$ cat src/rtl/pipe_hazard_ctrl_if.sv
// rtl/pipe_hazard_ctrl_if.sv - hazard controller signal bundle between the pipeline and pipe_hazard_ctrl
interface pipe_hazard_ctrl_if;
    logic [4:0] rs_D;
    logic [4:0] rt_D;
    logic [1:0] tuse_rs_D;
    logic [1:0] tuse_rt_D;
    logic       md_D;
    logic [4:0] wa_E;
    logic [4:0] wa_M;
    logic [4:0] wa_W;
    logic       we_E;
    logic       we_M;
    logic       we_W;
    logic [1:0] tnew_E;
    logic [1:0] tnew_M;
    logic       md_start_E;
    logic       md_div_E;
    logic       stall;
    logic       flush_E;
    logic [1:0] fwd_rs_D;
    logic [1:0] fwd_rt_D;
    logic       md_busy;

    modport master (
        output rs_D, rt_D, tuse_rs_D, tuse_rt_D, md_D,
        output wa_E, wa_M, wa_W, we_E, we_M, we_W, tnew_E, tnew_M,
        output md_start_E, md_div_E,
        input  stall, flush_E, fwd_rs_D, fwd_rt_D, md_busy
    );

    modport slave (
        input  rs_D, rt_D, tuse_rs_D, tuse_rt_D, md_D,
        input  wa_E, wa_M, wa_W, we_E, we_M, we_W, tnew_E, tnew_M,
        input  md_start_E, md_div_E,
        output stall, flush_E, fwd_rs_D, fwd_rt_D, md_busy
    );
endinterface

$ cat src/rtl/pipe_hazard_ctrl.sv
// rtl/pipe_hazard_ctrl.sv - stall/forward decisions and mult/div busy sequencer for a 5-stage pipeline
// Optional stall_cnt output enabled by defining HAZARD_STALL_CNT_EN.
module pipe_hazard_ctrl (
    input  logic                clk,
    input  logic                clr_n,
    pipe_hazard_ctrl_if.slave   hif
`ifdef HAZARD_STALL_CNT_EN
    ,
    output logic [31:0]         stall_cnt
`endif
);

    typedef enum logic {S_IDLE = 1'b0, S_BUSY = 1'b1} md_state_t;

    md_state_t  r_state;
    md_state_t  w_state_nxt;
    logic [5:0] r_count;
    logic [5:0] w_count_nxt;

    logic w_haz_rs;
    logic w_haz_rt;
    logic w_haz_md;
    logic w_stall;
    logic w_md_busy;

    // A producer only blocks D when its result arrives later than D needs it.
    assign w_haz_rs = (hif.rs_D != 5'd0) &&
                      ((hif.we_E && (hif.wa_E == hif.rs_D) && (hif.tnew_E > hif.tuse_rs_D)) ||
                       (hif.we_M && (hif.wa_M == hif.rs_D) && (hif.tnew_M > hif.tuse_rs_D)));
    assign w_haz_rt = (hif.rt_D != 5'd0) &&
                      ((hif.we_E && (hif.wa_E == hif.rt_D) && (hif.tnew_E > hif.tuse_rt_D)) ||
                       (hif.we_M && (hif.wa_M == hif.rt_D) && (hif.tnew_M > hif.tuse_rt_D)));

    assign w_md_busy = (r_count != 6'd0);
    assign w_haz_md  = hif.md_D && (w_md_busy || hif.md_start_E);
    assign w_stall   = w_haz_rs || w_haz_rt || w_haz_md;

    assign hif.stall   = w_stall;
    assign hif.flush_E = w_stall;
    assign hif.md_busy = w_md_busy;

    always_comb begin
        hif.fwd_rs_D = 2'd0;
        if (hif.we_M && (hif.wa_M == hif.rs_D) && (hif.rs_D != 5'd0) && (hif.tnew_M == 2'd0))
            hif.fwd_rs_D = 2'd1;
        else if (hif.we_W && (hif.wa_W == hif.rs_D) && (hif.rs_D != 5'd0))
            hif.fwd_rs_D = 2'd2;
    end

    always_comb begin
        hif.fwd_rt_D = 2'd0;
        if (hif.we_M && (hif.wa_M == hif.rt_D) && (hif.rt_D != 5'd0) && (hif.tnew_M == 2'd0))
            hif.fwd_rt_D = 2'd1;
        else if (hif.we_W && (hif.wa_W == hif.rt_D) && (hif.rt_D != 5'd0))
            hif.fwd_rt_D = 2'd2;
    end

    always_ff @(posedge clk or negedge clr_n) begin
        if (!clr_n) begin
            r_state <= S_IDLE;
            r_count <= 6'd0;
        end else begin
            r_state <= w_state_nxt;
            r_count <= w_count_nxt;
        end
    end

    // Starts arriving while busy are dropped; stall never freezes the count.
    always_comb begin
        w_state_nxt = r_state;
        w_count_nxt = r_count;
        case (r_state)
            S_IDLE: begin
                if (hif.md_start_E) begin
                    w_state_nxt = S_BUSY;
                    w_count_nxt = hif.md_div_E ? 6'd10 : 6'd5;
                end
            end
            S_BUSY: begin
                w_count_nxt = r_count - 6'd1;
                if (r_count == 6'd1)
                    w_state_nxt = S_IDLE;
            end
            default: begin
                w_state_nxt = S_IDLE;
                w_count_nxt = 6'd0;
            end
        endcase
    end

`ifdef HAZARD_STALL_CNT_EN
    logic [31:0] r_stall_cnt;

    always_ff @(posedge clk or negedge clr_n) begin
        if (!clr_n)
            r_stall_cnt <= 32'd0;
        else if (w_stall)
            r_stall_cnt <= r_stall_cnt + 32'd1;
    end

    assign stall_cnt = r_stall_cnt;
`endif

endmodule
$ cat src/flat_wrapper.sv
// flat-port wrapper written by rule: the top's interface ports become plain ports
module pipe_hazard_ctrl_flat 
  (clk, clr_n, hif_rs_D, hif_rt_D, hif_tuse_rs_D, hif_tuse_rt_D, hif_md_D, hif_wa_E, hif_wa_M, hif_wa_W, hif_we_E, hif_we_M, hif_we_W, hif_tnew_E, hif_tnew_M, hif_md_start_E, hif_md_div_E, hif_stall, hif_flush_E, hif_fwd_rs_D, hif_fwd_rt_D, hif_md_busy);
  pipe_hazard_ctrl_if hif_i ();
  input  logic clk;
  input  logic clr_n;
  input wire logic [$bits(hif_i.rs_D)-1:0] hif_rs_D;
  input wire logic [$bits(hif_i.rt_D)-1:0] hif_rt_D;
  input wire logic [$bits(hif_i.tuse_rs_D)-1:0] hif_tuse_rs_D;
  input wire logic [$bits(hif_i.tuse_rt_D)-1:0] hif_tuse_rt_D;
  input wire logic [$bits(hif_i.md_D)-1:0] hif_md_D;
  input wire logic [$bits(hif_i.wa_E)-1:0] hif_wa_E;
  input wire logic [$bits(hif_i.wa_M)-1:0] hif_wa_M;
  input wire logic [$bits(hif_i.wa_W)-1:0] hif_wa_W;
  input wire logic [$bits(hif_i.we_E)-1:0] hif_we_E;
  input wire logic [$bits(hif_i.we_M)-1:0] hif_we_M;
  input wire logic [$bits(hif_i.we_W)-1:0] hif_we_W;
  input wire logic [$bits(hif_i.tnew_E)-1:0] hif_tnew_E;
  input wire logic [$bits(hif_i.tnew_M)-1:0] hif_tnew_M;
  input wire logic [$bits(hif_i.md_start_E)-1:0] hif_md_start_E;
  input wire logic [$bits(hif_i.md_div_E)-1:0] hif_md_div_E;
  output wire logic [$bits(hif_i.stall)-1:0] hif_stall;
  output wire logic [$bits(hif_i.flush_E)-1:0] hif_flush_E;
  output wire logic [$bits(hif_i.fwd_rs_D)-1:0] hif_fwd_rs_D;
  output wire logic [$bits(hif_i.fwd_rt_D)-1:0] hif_fwd_rt_D;
  output wire logic [$bits(hif_i.md_busy)-1:0] hif_md_busy;
  assign hif_i.rs_D = hif_rs_D;
  assign hif_i.rt_D = hif_rt_D;
  assign hif_i.tuse_rs_D = hif_tuse_rs_D;
  assign hif_i.tuse_rt_D = hif_tuse_rt_D;
  assign hif_i.md_D = hif_md_D;
  assign hif_i.wa_E = hif_wa_E;
  assign hif_i.wa_M = hif_wa_M;
  assign hif_i.wa_W = hif_wa_W;
  assign hif_i.we_E = hif_we_E;
  assign hif_i.we_M = hif_we_M;
  assign hif_i.we_W = hif_we_W;
  assign hif_i.tnew_E = hif_tnew_E;
  assign hif_i.tnew_M = hif_tnew_M;
  assign hif_i.md_start_E = hif_md_start_E;
  assign hif_i.md_div_E = hif_md_div_E;
  assign hif_stall = hif_i.stall;
  assign hif_flush_E = hif_i.flush_E;
  assign hif_fwd_rs_D = hif_i.fwd_rs_D;
  assign hif_fwd_rt_D = hif_i.fwd_rt_D;
  assign hif_md_busy = hif_i.md_busy;
  pipe_hazard_ctrl u_core (.clk(clk), .clr_n(clr_n), .hif(hif_i));
endmodule
$ cat config.mk
export PLATFORM = sky130hd
export DESIGN_NAME = pipe_hazard_ctrl_flat
export DESIGN_NICKNAME = d
export VERILOG_FILES = /design/src/rtl/pipe_hazard_ctrl_if.sv /design/src/rtl/pipe_hazard_ctrl.sv /design/src/flat_wrapper.sv
export SDC_FILE = /design/constraint.sdc
export NUM_CORES = 1
export LEC_CHECK = 0
export ABC_CLOCK_PERIOD_IN_PS = 4300
export CAP_MARGIN = 20
export CELL_PAD_IN_SITES_DETAIL_PLACEMENT = 2
export CELL_PAD_IN_SITES_GLOBAL_PLACEMENT = 2
export CORE_UTILIZATION = 36
export CTS_CLUSTER_SIZE = 28
export DETAILED_ROUTE_END_ITERATION = 7
export DONT_BUFFER_PORTS = 1
export PLACE_DENSITY_LB_ADDON = 0.15
export REMOVE_ABC_BUFFERS = 1
export SETUP_SLACK_MARGIN = 0.2
export SYNTH_ARGS = -nofsm -noshare
export SYNTH_HDL_FRONTEND = slang
export SYNTH_SLANG_ARGS = --single-unit
$ cat constraint.sdc
create_clock -name clk -period 4.3 [get_ports clk]
set_input_delay 0.43 -clock clk [delete_from_list [all_inputs] [get_ports clk]]
set_output_delay 0.43 -clock clk [all_outputs]
set_load 0.02 [all_outputs]
Word level (Yosys, flattened, before mapping)
Cells that the tools add are included.
{"block": "word_totals", "ff_bits": 7, "latch_bits": 0, "ram_bits": 0, "mem_bits_ro": 0, "inputBits": 41, "out_inout_bits": 7, "word_cells": 54, "n_memories": 0}
{"block": "op_classes", "add_sub_neg": 1, "multipliers": 0, "div_mod_pow": 0, "n_lt_le_gt_ge": 4, "eq_ne": 8, "shift": 0, "muxes": 10, "bitwise_logic": 1, "n_reduce_logical": 28}
{"cell": "equality test 5 bit", "count": 6}
{"cell": "logical AND 1 bit", "count": 19}
{"cell": "case mux 6 bit (2 select lines)", "count": 1}
{"cell": "nonzero test 5 bit", "count": 2}
{"cell": "> comparator 2 bit", "count": 4}
{"cell": "two-way mux 2 bit", "count": 4}
{"cell": "equality test 6 x 1 -> 1 bit, second input constant", "count": 1}
{"cell": "two-way mux 6 bit", "count": 1}
{"cell": "nonzero test 6 bit", "count": 1}
{"cell": "subtractor 6 x 1 -> 6 bit, second input constant", "count": 1}
{"cell": "logical OR 1 bit", "count": 5}
{"cell": "two-way mux 4 bit", "count": 1}
{"cell": "logical NOT 2 bit", "count": 1}
{"cell": "two-way mux 1 bit", "count": 2}
{"cell": "inequality test 2 bit, second input constant", "count": 1}
{"cell": "case mux 1 bit (2 select lines)", "count": 1}
{"cell": "NOT 1 bit", "count": 1}

Longest topological paths before layout
Gate-level depths: netlist of run 1.
{"block": "depth", "ltp_word": 7, "depth_mapped": 7, "mapped_depth_nobuf": 6}

Least setup slack after synthesis of run 1
No wires, ideal clock.
{"block": "synth_path", "path_type": "in2out", "startpoint": "input hif_rs_D[1]", "endpoint": "output hif_stall", "arrival_time_ns": 2.037, "required_time_ns": 3.870, "path_slack_ns": 1.833, "cell_stages": 5, "path_buffers": 1, "path_cell_list": "or4_4 -> o211ai_2 -> a2111oi_0 -> or4_1 -> buf_4"}
{"block": "synth_between", "elab_chain_cells": 7, "word_cells_on_any_way": 11, "cone_classes": "2 x eq/ne; 9 x reduce/logical"}
{"item": "start: declaration", "line": "flat_wrapper.sv:7", "source": "input wire logic [$bits(hif_i.rs_D)-1:0] hif_rs_D;"}
{"item": "equality test 5 bit, on equally long branches", "line": "pipe_hazard_ctrl.sv:28, pipe_hazard_ctrl.sv:29"}
{"item": "logical AND 1 bit, on equally long branches (2 in a row)", "line": "pipe_hazard_ctrl.sv:28, pipe_hazard_ctrl.sv:29"}
{"item": "logical OR 1 bit", "line": "pipe_hazard_ctrl.sv:28", "source": "((hif.we_E && (hif.wa_E == hif.rs_D) && (hif.tnew_E > hif.tuse_rs_D)) ||"}
{"item": "logical AND 1 bit (*)", "line": "pipe_hazard_ctrl.sv:27", "source": "assign w_haz_rs = (hif.rs_D != 5'd0) &&"}
{"item": "logical OR 1 bit (*) (2 in a row)", "line": "pipe_hazard_ctrl.sv:36", "source": "assign w_stall = w_haz_rs || w_haz_rt || w_haz_md;"}
{"item": "end: declaration", "line": "flat_wrapper.sv:22", "source": "output wire logic [$bits(hif_i.stall)-1:0] hif_stall;"}
Every way passes the cells marked *; elsewhere a longest branch is shown, timed or not.

Worst setup path in the final report of run 1
{"block": "layout_path", "startpoint": "input hif_rt_D[0]", "endpoint": "output hif_fwd_rt_D[1]"}
{"block": "layout_between", "elab_chain_cells": 5, "word_cells_on_any_way": 10, "cone_classes": "2 x eq/ne; 2 x mux; 6 x reduce/logical"}
{"item": "start: declaration", "line": "flat_wrapper.sv:8", "source": "input wire logic [$bits(hif_i.rt_D)-1:0] hif_rt_D;"}
{"item": "equality test 5 bit, on equally long branches", "line": "pipe_hazard_ctrl.sv:54, pipe_hazard_ctrl.sv:52"}
{"item": "logical AND 1 bit, on equally long branches (2 in a row)", "line": "pipe_hazard_ctrl.sv:54, pipe_hazard_ctrl.sv:52"}
{"item": "two-way mux 2 bit / logical AND 1 bit (equally long branches)", "line": "pipe_hazard_ctrl.sv:54, pipe_hazard_ctrl.sv:52"}
{"item": "two-way mux 2 bit (*)", "line": "pipe_hazard_ctrl.sv:52", "source": "if (hif.we_M && (hif.wa_M == hif.rt_D) && (hif.rt_D != 5'd0) && (hif.tnew_M == 2'd0))"}
{"item": "end: declaration", "line": "flat_wrapper.sv:25", "source": "output wire logic [$bits(hif_i.fwd_rt_D)-1:0] hif_fwd_rt_D;"}
Marked as above.

==> reports/metrics.yaml, run 1 <==
place:
  gp_congestion: 0.7837
  dpl_cell_area_um2: 1036
  port_buffers: 0
  placed_cells: 151
  place_ws_ns: 1.673
  dp_hpwl_um: 2550
yosys:
  synth_compound_area_frac: 0.1432
  yosys.area_share.simple: 0.2012
  syn-instance-count: 124
  synth_top_family_by_area: "XOR/XNOR gates"
  synth_xor_area_frac: 0.2852
  synth_fa_ha_area_frac: 0.1358
  synth_cell_types: 29
  synth.ff_latch_count: 7
  avgSynthCellArea_um2: 8.173
  syn_area_um2: 1013
  synth_mux_area_frac: 0.009877
  synth_seq_area_share: 0.1728
  yosysWarnings: 0
sta:
  setup-violations-final: 0
  rsz0062_at_grt: "false"
  layout_setup_ws_ns: 1.669
  clock.fmax_ghz: 0.3801
  skew_ns: 0.004158
  finalCriticalPeriod_ns: 2.631
  finalHoldViolCount: 0
  whs_ns: 0.3819
  fin_crit_sh: 0.6118
  tns_ns: 0
  worst_pin_slew_ns: 1.128
  slew_viol_final: 0
  maxSlewHeadroom: 0.2373
worst_setup_path:
  critPathLaunch: "hif_rt_D[0]"
  ff2ff_setup_slack_ns: 2.84
  startpoint_type: "input pin"
  crit_fanout: 4
  r2r_end: "u_core.r_count[5]$_DFFE_PN0P_"
  ff2ff_path_depth: 4
  path_class: "in2out"
  cp-end-kind: "output pin"
  r2r_start: "u_core.r_count[0]$_DFFE_PN0P_"
  cp.arrival_ns: 2.20
  worstPathRequired_ns: 3.87
  cp-endpoint: "hif_fwd_rt_D[1]"
power:
  vdd_drop_max_v: 0.0002841
  power_density_nw_per_um2: 362.5
  p_total_uw: 388.7
  p_leak_nw: 0.4238
cts:
  root_buffer: "clkbuf_4"
  cts_buffers: 3
  cts_sinks: 7
  cts_tree: "done"
  path_clk_slew_ns: 0.05
  worstSkewPairLatency_ns: 0.26
  hold_buffers: 1
  post_cts_buffers: 0
  htreeDepth: 1
  cts.repair.resized: 0
  cts_buffer_depth: 2
grt:
  antenna_found_initial: 0
  grt_pass1_wl_um: 4167
  track_usage: 0.2008
  grt_overflow: 0
  grt_max_degree: 14
  grt_pass1_vias: 974
cells_and_area:
  area_growth_pct: 5.803
  num_antenna_cells: 0
  layout_common_cells: "29 x xnor2_1, 11 x ha_1, 10 x inv_1, 10 x o21ai_0"
  fin_area_um2: 1072
  nNetsFinal: 179
  drive_gt1_frac: 0.03968
  final_core_util: 0.4176
  final_common_cell: "xnor2_1"
  final_cells: 156
route:
  drc: 0
  first_iter_violations: 4
  wire_per_inst_um: 18.49
  drtPass1Iterations: 4
  vias: 908
  antenna_left: 0
  routed_wirelength_um: 2884
  drt-vias-per-instance: 5.821
job:
  drv_cap: 0
hold_path:
  hold_start: "hif_md_start_E"
  hold_class: "in2reg"
floorplan:
  num_rows: 18
  initial_utilization: 0.3947
  die-width_um: 55.06
  dieArea_um2: 3032
  placeableCoreArea_um2: 2567
  io_pins: 48
  dieHeight_um: 55.06
status:
  status: "finished, final reports clean"
[how the worst min path moves through the flow]
stage | cells after the start | slack, ns | endpoint
after floorplan | 0 | 0.13 | u_core.r_count[0]$_DFFE_PN0P_
after global placement | 0 | 0.13 | u_core.r_count[0]$_DFFE_PN0P_
after detailed placement | 0 | 0.13 | u_core.r_count[0]$_DFFE_PN0P_
after CTS | 2 | 0.38 | u_core.r_count[0]$_DFFE_PN0P_
after global routing | 3 | 0.41 | u_core.r_count[1]$_DFFE_PN0P_
final | 2 | 0.38 | u_core.r_count[0]$_DFFE_PN0P_
[power by group]
group | internal, mW | switching [mW] | leakage [nW]
Sequential | 0.0997 | 0.0420 | 0.0812
Clock | 0.0355 | 0.0253 | 0.0150
Combinational | 0.0882 | 0.0980 | 0.328
Total | 0.223 | 0.165 | 0.424
[synthesized netlist by cell type]
library cell / n / area, um2
o21ai_0: 10 / 50.05
ha_1: 11 / 137.6
nor2_1: 7 / 26.28
nand3b_1: 1 / 7.510
or4_1: 2 / 15.01
mux2i_1: 1 / 10.01
or3_1: 1 / 6.260
clkbuf_1: 2 / 7.510
nand4_1: 6 / 37.54
a22o_1: 1 / 8.760
a2111oi_0: 1 / 8.760
buf_4: 1 / 7.510
nand2_1: 7 / 26.28
a41o_1: 1 / 10.01
nand3_1: 2 / 10.01
nor2b_1: 3 / 18.77
xnor2_1: 29 / 254.0
or4_4: 1 / 11.26
nor3_1: 1 / 5.000
nor4b_1: 1 / 8.760
a21boi_0: 3 / 22.52
o211ai_2: 1 / 12.51
nor4_1: 5 / 31.28
o41ai_1: 1 / 8.760
a41oi_1: 1 / 8.760
xor2_1: 4 / 35.03
inv_1: 10 / 37.54
a21oi_1: 3 / 15.01
dfrtp_1: 7 / 175.2
[critical path, cell delays in order]
cell and delay, ns:
or4_1 0.53, nor2_1 0.25, nor4b_1 0.21, nor4_1 0.78
[flip-flops by register name, summed over array words and instances (netlist names)]
register        flops
u_core.r_count      6
u_core.r_state      1
[layer usage]
metal | global-route usage | vias up | routed length, um | share of wire
li1 | - | 441 | - | -
met1 | 0.2471 | 429 | 1267 | 0.44
met2 | 0.3353 | 35 | 1366 | 0.47
met3 | 0.07377 | 3 | 230 | 0.080
met4 | 0.03750 | 0 | 19 | 0.0066
met5 | 0 | - | 0 | 0
[final cells by class]
| type | instances | area (um2) |
|---|---|---|
| Clock buffer | 4 | 26.28 |
| Fill cell | 305 | 1495 |
| Inverter | 10 | 37.54 |
| Multi-Input combinational cell | 104 | 785.8 |
| Sequential cell | 7 | 175.2 |
| Tap cell | 30 | 37.54 |
| Timing Repair Buffer | 1 | 10.01 |
[kinds of logic (layout without fill, tap and decap cells)]
logic type      Yosys count  in the layout
xor+xnor                 33             33
compound gates           22             22
flops                     7              7
simple gates             37             37
buf+inv                  13             15
mux                       1              1
fa+ha+maj                11             11
Note: power is estimated with default switching activity, not from simulation.
==> inputs of run 2 (changes only) <==
- ABC_AREA: not set -> 1
- ABC_CLOCK_PERIOD_IN_PS: 4300 -> 2300
- CORE_UTILIZATION: 36 -> 27
- clock period: 4.3 -> 2.3 ns (I/O delays scaled with it)
==> run 2 against run 1 <==
Compared with the run above: global-route usage is 0.33 points higher; clock skew is 0.0025 ns lower; count of clock-buffer cells in the layout stayed put; routed wire length is 51% higher; worst hold slack worse by 0.13 ns; core utilization is 10 points lower; cell count is 69% higher; largest power group unchanged.
==> reports/metrics.yaml, run 2 <==
status:
  status: "finished, final reports clean"
yosys:
  synth.ff_latch_count: 7
  synth_cell_types: 27
  avgSynthCellArea_um2: 5.728
  ys_top_cells_by_area: "nand2_1 19%, dfrtp_1 14%, inv_1 12%"
  synth_edf_count: 0
  synth_top_area_frac: 0.1894
  synthMostInstantiatedCell: "nand2_1"
  yosys.area.top_type: "nand2_1"
  synth_seq_area_share: 0.1449
  syn-instance-count: 211
  synth_commonest_cells: "61 x nand2_1, 40 x inv_1, 18 x nor2_1"
  syn_area_um2: 1209
  synth-async-reset-ratio: 1.000
  synth_ff_type: "dfrtp_1"
  yosysWarnings: 0
sta:
  slew_viol_final: 0
  worst_pin_slew_ns: 0.5335
  clock.fmax_ghz: 0.5135
  skew_ns: 0.001651
  whs_ns: 0.2517
  setup-violations-final: 0
  tns_ns: 0
  maxSlewHeadroom: 0.6414
  fin_crit_sh: 0.8467
  finalCriticalPeriod_ns: 1.948
  finalHoldViolCount: 0
  rsz0062_at_grt: "false"
floorplan:
  dieHeight_um: 68.91
  io_pins: 48
  num_rows: 23
  die-width_um: 68.91
  placeableCoreArea_um2: 4144
  dieArea_um2: 4748
  initial_utilization: 0.2917
route:
  antenna_left: 0
  drtPass1Iterations: 5
  wire_per_inst_um: 16.47
  first_iter_violations: 34
  vias: 1338
  routed_wirelength_um: 4348
  drt-vias-per-instance: 5.068
  drc: 0
cells_and_area:
  area_growth_pct: 8.903
  reg_top3: "u_core.r_count: 6 flops, u_core.r_state: 1 flops"
  layout_common_cells: "60 x nand2_1, 40 x inv_1, 18 x nor2_1"
  num_antenna_cells: 0
  nNetsFinal: 267
  drive_gt1_frac: 0.1075
  final_common_cell: "nand2_1"
  final_cells: 264
  regMostFlops: "u_core.r_count"
  largest_reg_flops: 6
cts:
  cts_buffers: 3
  cts_sinks: 7
  cts_tree: "done"
  cts_buffer_depth: 2
  path_clk_slew_ns: 0.04
  htreeDepth: 1
  worstSkewPairLatency_ns: 0.24
  root_buffer: "clkbuf_8"
place:
  placed_cells: 259
  port_buffers: 0
  gp_congestion: 0.7661
  dp_hpwl_um: 3825
grt:
  grt_max_degree: 9
  grt_overflow: 0
  grt_pass1_wl_um: 6872
  track_usage: 0.2041
  antenna_found_initial: 0
  grt_pass1_vias: 1467
hold_path:
  hold_class: "in2reg"
power:
  p_leak_nw: 0.7321
  vdd_drop_max_v: 0.0001796
  power_density_nw_per_um2: 628.2
worst_setup_path:
  crit_fanout: 5
  startpoint_type: "flip-flop"
  worstPathRequired_ns: 2.07
  path_class: "reg2out"
  cp.arrival_ns: 1.72
  cp-end-kind: "output pin"
job:
  drv_cap: 0
[run 2: worst max-delay path: stages, from the launching register on]
cell	delay, ns
dfrtp_1	0.38
inv_1	0.14
ha_1	0.17
nand3_1	0.23
o21a_1	0.25
nor2_1	0.14
nand2_2	0.17
[run 2: report_power, final]
| group | internal (mW) | switching (mW) | leakage (nW) |
|---|---|---|---|
| Clock | 0.121 | 0.0635 | 0.0228 |
| Combinational | 0.150 | 0.254 | 0.630 |
| Sequential | 0.185 | 0.0528 | 0.0793 |
[run 2: stage by stage]
stage	setup slack, ns	utilization	total power [mW]	cell area [um2]
after floorplan	0.6879	-	0.5195	1196
after global placement	0.6279	0.3037	0.5862	1259
after detailed placement	0.5509	0.3037	0.6353	1259
after CTS	0.2730	0.3170	0.8415	1314
after global routing	0.2547	0.3176	0.9087	1316
final	0.3525	0.3176	0.8268	1316
[run 2: path summary, 6_finish.rpt]
kind | slack (ns) | cells after the start | to | startpoint
setup / recovery | 0.35 | 6 | hif_flush_E | u_core.r_count[0]$_DFFE_PN0P_
hold / removal | 0.25 | 2 | u_core.r_count[0]$_DFFE_PN0P_ | hif_md_start_E
setup reg to reg | 1.02 | 6 | u_core.r_count[5]$_DFFE_PN0P_ | u_core.r_count[0]$_DFFE_PN0P_
hold reg to reg | 0.63 | 3 | u_core.r_count[5]$_DFFE_PN0P_ | u_core.r_count[5]$_DFFE_PN0P_
max in group asynchronous | 1.68 | 1 | u_core.r_count[4]$_DFFE_PN0P_ | clr_n
min in group asynchronous | 0.35 | 1 | u_core.r_state$_DFF_PN0_ | clr_n
[run 2: timing repair]
action | 4_1_cts | 5_1_grt
hold buffers | 1 | 0
buffers inserted | 0 | 0
gates resized for setup | 0 | 1
hold endpoints to repair | 7 | 0
setup endpoints to repair | 0 | 2
[run 2: routing by layer]
metal	part of all wire	GRT usage	vias up
met5	0	0	-
met4	0.026	0.07908	0
met3	0.054	0.03947	9
met2	0.52	0.3920	41
met1	0.40	0.2145	632
li1	-	-	656
[run 2: final cells by class]
type / instances / area [um2]
sequential: 7 / 175.2
inverter: 49 / 185.2
multi-input combinational: 153 / 838.3
fill: 547 / 2828
clock buffer: 4 / 45.04
tap: 50 / 62.56
timing repair buffer: 1 / 10.01
[run 2: logic make-up after synthesis]
kind of cell | share of synthesized area
and+or+nand+nor | 0.3892
DFF | 0.1449
AOI/OAI and AO/OA | 0.1232
xor gates and xnor gates | 0.06521
adders and majority gates | 0.1139
buffers and inverters | 0.1636
